File: src/rtl/fetch_stage.sv
// Instruction fetch: owns PCF, issues imem requests, fills the IF/ID register for decode.
// Latency: zero-wait fetch reaches InstrD next cycle; StallF/StallD hold state; redirects win over stalls.
module fetch_stage #(
   parameter int               WIDTH    = 32,
   parameter logic [WIDTH-1:0] RESET_PC = '0
) (
   input  logic             clk,
   input  logic             rst,
   input  logic             StallF,
   input  logic             StallD,
   input  logic             FlushD,
   input  logic             BranchTakenE,
   input  logic [WIDTH-1:0] ALUResultE,
   input  logic             PCSrcW,
   input  logic [WIDTH-1:0] ResultW,
   output logic             imem_req,
   output logic [WIDTH-1:0] imem_addr,
   input  logic [WIDTH-1:0] imem_rdata,
   input  logic             imem_ready,
   output logic [WIDTH-1:0] PCF,
   output logic [WIDTH-1:0] InstrD,
   output logic [WIDTH-1:0] PCPlus8D,
   output logic             ValidD
);

   typedef enum logic [1:0] {S_FETCH, S_READY, S_DRAIN} state_t;

   localparam logic [WIDTH-1:0] PC_INC  = WIDTH'(4);
   localparam logic [WIDTH-1:0] PC_INC8 = WIDTH'(8);

   state_t           state_q, state_d;
   logic [WIDTH-1:0] pc_q, pc_d;
   logic [WIDTH-1:0] fbuf_q, fbuf_d;
   logic [WIDTH-1:0] pend_q, pend_d;
   logic [WIDTH-1:0] instr_q, pc8_q;
   logic             valid_q;

   logic             stall_f;
   logic             redirect;
   logic [WIDTH-1:0] target;
   logic             ld_vld;
   logic [WIDTH-1:0] ld_instr;

   // A stalled decode with a running fetch is illegal; fold it into StallF.
   assign stall_f  = StallF | StallD;
   assign redirect = BranchTakenE | PCSrcW;
   assign target   = BranchTakenE ? ALUResultE : ResultW;

   always_comb begin
      state_d  = state_q;
      pc_d     = pc_q;
      fbuf_d   = fbuf_q;
      pend_d   = pend_q;
      ld_vld   = 1'b0;
      ld_instr = '0;
      case (state_q)
         S_FETCH: begin
            if (redirect) begin
               if (imem_ready) begin
                  pc_d = target;
               end else begin
                  pend_d  = target;
                  state_d = S_DRAIN;
               end
            end else if (imem_ready) begin
               if (!stall_f) begin
                  pc_d     = pc_q + PC_INC;
                  ld_vld   = 1'b1;
                  ld_instr = imem_rdata;
               end else begin
                  fbuf_d  = imem_rdata;
                  state_d = S_READY;
               end
            end
         end
         S_READY: begin
            if (redirect) begin
               pc_d    = target;
               state_d = S_FETCH;
            end else if (!stall_f) begin
               pc_d     = pc_q + PC_INC;
               ld_vld   = 1'b1;
               ld_instr = fbuf_q;
               state_d  = S_FETCH;
            end
         end
         S_DRAIN: begin
            // The outstanding response belongs to the old path and is dropped.
            if (imem_ready) begin
               pc_d    = redirect ? target : pend_q;
               state_d = S_FETCH;
            end else if (redirect) begin
               pend_d = target;
            end
         end
         default: state_d = S_FETCH;
      endcase
   end

   always_ff @(posedge clk) begin
      if (rst) begin
         state_q <= S_FETCH;
         pc_q    <= RESET_PC;
         fbuf_q  <= '0;
         pend_q  <= '0;
      end else begin
         state_q <= state_d;
         pc_q    <= pc_d;
         fbuf_q  <= fbuf_d;
         pend_q  <= pend_d;
      end
   end

   always_ff @(posedge clk) begin
      if (rst || FlushD) begin
         instr_q <= '0;
         pc8_q   <= '0;
         valid_q <= 1'b0;
      end else if (!StallD) begin
         instr_q <= ld_vld ? ld_instr : '0;
         pc8_q   <= ld_vld ? (pc_q + PC_INC8) : '0;
         valid_q <= ld_vld;
      end
   end

   assign imem_req  = !rst && (state_q != S_READY);
   assign imem_addr = pc_q;
   assign PCF       = pc_q;
   assign InstrD    = instr_q;
   assign PCPlus8D  = pc8_q;
   assign ValidD    = valid_q;

endmodule
File: config.mk
export PLATFORM = sky130hd
export DESIGN_NAME = fetch_stage
export DESIGN_NICKNAME = d
export VERILOG_FILES = /design/src/rtl/fetch_stage.sv
export SDC_FILE = /design/constraint.sdc
export NUM_CORES = 1
export LEC_CHECK = 0
export ABC_AREA = 1
export ABC_CLOCK_PERIOD_IN_PS = 3850
export BUFFER_PORTS_ARGS = -buffer_cell sky130_fd_sc_hd__buf_2
export CORE_MARGIN = 2
export CORE_UTILIZATION = 50
export CTS_CLUSTER_DIAMETER = 40
export DETAILED_ROUTE_END_ITERATION = 6
export GPL_ROUTABILITY_DRIVEN = 0
export GPL_TIMING_DRIVEN = 0
export PLACE_DENSITY_LB_ADDON = 0.1
export SYNTH_ARGS = -nofsm -noshare
export SYNTH_HDL_FRONTEND = slang
export SYNTH_SLANG_ARGS = --single-unit
File: constraint.sdc
create_clock -name clk -period 3.85 [get_ports clk]
set_input_delay 0.5775 -clock clk [delete_from_list [all_inputs] [get_ports clk]]
set_output_delay 0.5775 -clock clk [all_outputs]
set_load 0.02 [all_outputs]
==> results_dict.tcl <==
set metrics [dict create \
    cp.arrival_ns 2.76 \
    intPower_mw 3.01 \
    dieArea_mm2 0.0189 \
    outcome "completed" \
    drtIter0Drc 744 \
    clk_latency_ns 0.43 \
    fin_util 0.630 \
    setup_viol 0 \
    cp.required_ns 4.21 \
    slew_violations 0 \
    rsz0062_at_grt "no" \
    p_clk_frac 0.404 \
    grt_pass1_vias 8976 \
    ys_seq_area_frac 0.367 \
    wl_met3_um 2200 \
    report.power.total_mw 4.33 \
    initial_core_util 0.513 \
    post_cts_buffers 0 \
    syn_to_final_growth_pct 23.0 \
    clkSinkCount 163 \
    skew_ns 0.00770 \
    highest_layer "met4" \
    min_path_cells 3 \
    hold_ws_ns 0.383 \
    slew-limit-headroom 0.519 \
    core_mm2 0.0174 \
    dieHeight_um 137 \
    nNetsFinal 1750 \
    p_leak_nw 5.31 \
    io_buffers 233 \
    synth-edff-count 0 \
    cts-resized-gates 0 \
    critical_path_class "reg -> reg" \
    syn_nets 1498 \
    final_common_cell "nand2_1" \
    drt-total-wl_um 29000 \
    n_antenna_cell 0 \
    synth_cell_types 36 \
    synth_area_mm2 0.00890 \
    num_vias 10002 \
    vdd_ir_drop_max_mv 0.318 \
    avgRoutedWirePerCell_um 15.4 \
    end_kind "flip-flop" \
    fin_crit_ns 2.39 \
    cap_violations 0 \
    power.density_mw_per_mm2 396 \
    antenna_found_initial 0 \
    p_sw_mw 1.32 \
    cts_tree "done" \
    cts_made_buffers 17 \
    avgSynthCellArea_um2 6.39 \
    grt_pass1_wl_um 44900 \
    first_pass_iters 6 \
    synthTopCellsByArea "dfxtp_1 37%, nand2_1 17%, a21oi_1 9.1%, o21ai_0 6.2%, nor2_1 5.8%" \
    clockBufferDepth 2 \
    power_frac_comb 0.163 \
    hold_start "imem_rdata[18]" \
    max_freq_ghz 0.418 \
    ys_async_sr_fraction 0 \
    ys_ff_latch 163 \
    synthCells 1392 \
    met2_length_um 13600 \
    setup.worst_path.start "PCF[2]$_SDFFE_PP0P_" \
    postCtsHoldBufs 0 \
    yosys_most_used_dff "dfxtp_1" \
    cts_htree_levels 4 \
    fin_setup_tns_ns 0 \
    swShare 0.305 \
    seq_power_share 0.433 \
    yosys_warnings 0 \
    reg2reg_depth 11 \
    antenna_left 0 \
    synth_top_area_cell "dfxtp_1" \
    min_path_type "in -> reg" \
    hold_violations 0 \
    dp_hpwl_um 21700 \
    die_w_um 137 \
    clock-root-buffer "clkbuf_16" \
    synth_top_area_share 0.367 \
    grt_overflow 0 \
    cp-start-kind "flip-flop" \
    wl_met1_um 12000 \
    drive_above_1_share 0.217 \
    final_cell_mix "413 x nand2_1, 248 x buf_2, 163 x dfxtp_1" \
    viasPerCell 5.31 \
    period_share 0.622 \
    rows 48 \
    grt_max_degree 17 \
    worstMarginPinSlew_ns 0.722 \
    grt.total_usage 0.309 \
    clk_pin_slew_ns 0.07 \
    drc 0 \
    path_max_fanout 9 \
    reg2reg_from "PCF[2]$_SDFFE_PP0P_" \
    pin_count 234 \
]
## worst max-delay path: stages, from the launching register on
cell and delay [ns]:
dfxtp_1 0.61, ha_1 0.39, inv_1 0.07, nor2_1 0.28, nand3_1 0.28, nor2_1 0.20
nand2_1 0.06, nand2_1 0.06, nand3_1 0.10, nand2_1 0.09, nand2_1 0.05, a21oi_1 0.14
## flip-flops by register name, summed over array words and instances, names as in the netlist
signal / count
InstrD: 32
PCF: 32
PCPlus8D: 32
ValidD: 1
fbuf_q: 32
pend_q: 32
state_q: 2
## power by group through the flow
stage,registers (mW),logic (mW),clock network (mW)
2_1_floorplan,1.91,0.427,0
3_3_place_gp,1.91,0.690,0
3_5_place_dp,1.91,0.700,0
4_1_cts,1.87,0.703,1.77
5_1_grt,1.88,0.786,1.84
6_report,1.87,0.707,1.75
## cells in the mapped netlist, types with 8 or more instances
library cell	number
o21ai_0	110
xor2_1	8
mux2_2	25
nand2_1	413
o211ai_1	9
clkbuf_1	51
inv_1	125
buf_2	15
a21oi_1	161
nor2_1	138
nand3_1	77
dfxtp_1	163
o21ai_1	9
buf_4	36
## routing by layer
metal	up-vias	track usage
met5	-	0
met4	0	0.144
met3	88	0.0611
met2	455	0.512
met1	4506	0.387
li1	4953	-
## metrics by stage
| step | setup slack (ns) | area [um^2] | cells |
|---|---|---|---|
| floorplan | 2.01 | 8900 | 1392 |
| global placement | 1.59 | 10300 | 1850 |
| detailed placement | 1.57 | 10300 | 1850 |
| CTS | 1.55 | 10900 | 1882 |
| global route | 1.33 | 10900 | 1882 |
| finish | 1.46 | 10900 | 1882 |
## logic make-up after synthesis
logic type,after synthesis,synth area share
xor+xnor,9,0.00886
compound gates,302,0.176
buf+inv,235,0.116
simple gates,655,0.296
flops,163,0.367
mux,26,0.0328
fa+ha+maj,2,0.00281
## worst paths after layout
check | slack (ns) | endpoint
setup reg to reg | 1.46 | PCF[30]$_SDFFE_PP0P_
hold reg to reg | 0.46 | PCPlus8D[16]$_SDFFE_PP0N_
setup / recovery | 1.46 | PCF[30]$_SDFFE_PP0P_
hold / removal | 0.38 | fbuf_q[18]$_SDFFE_PP0P_
## area by class of cell
type,instances,area (um^2)
Fill cell,1677,6420
Multi-Input combinational cell,994,4600
Sequential cell,163,3260
Timing Repair Buffer,233,1170
Buffer,106,552
Inverter,129,484
Clock buffer,18,429
Tap cell,225,282
Clock inverter,14,166
No activity file was read; power rests on OpenSTA's default activity.
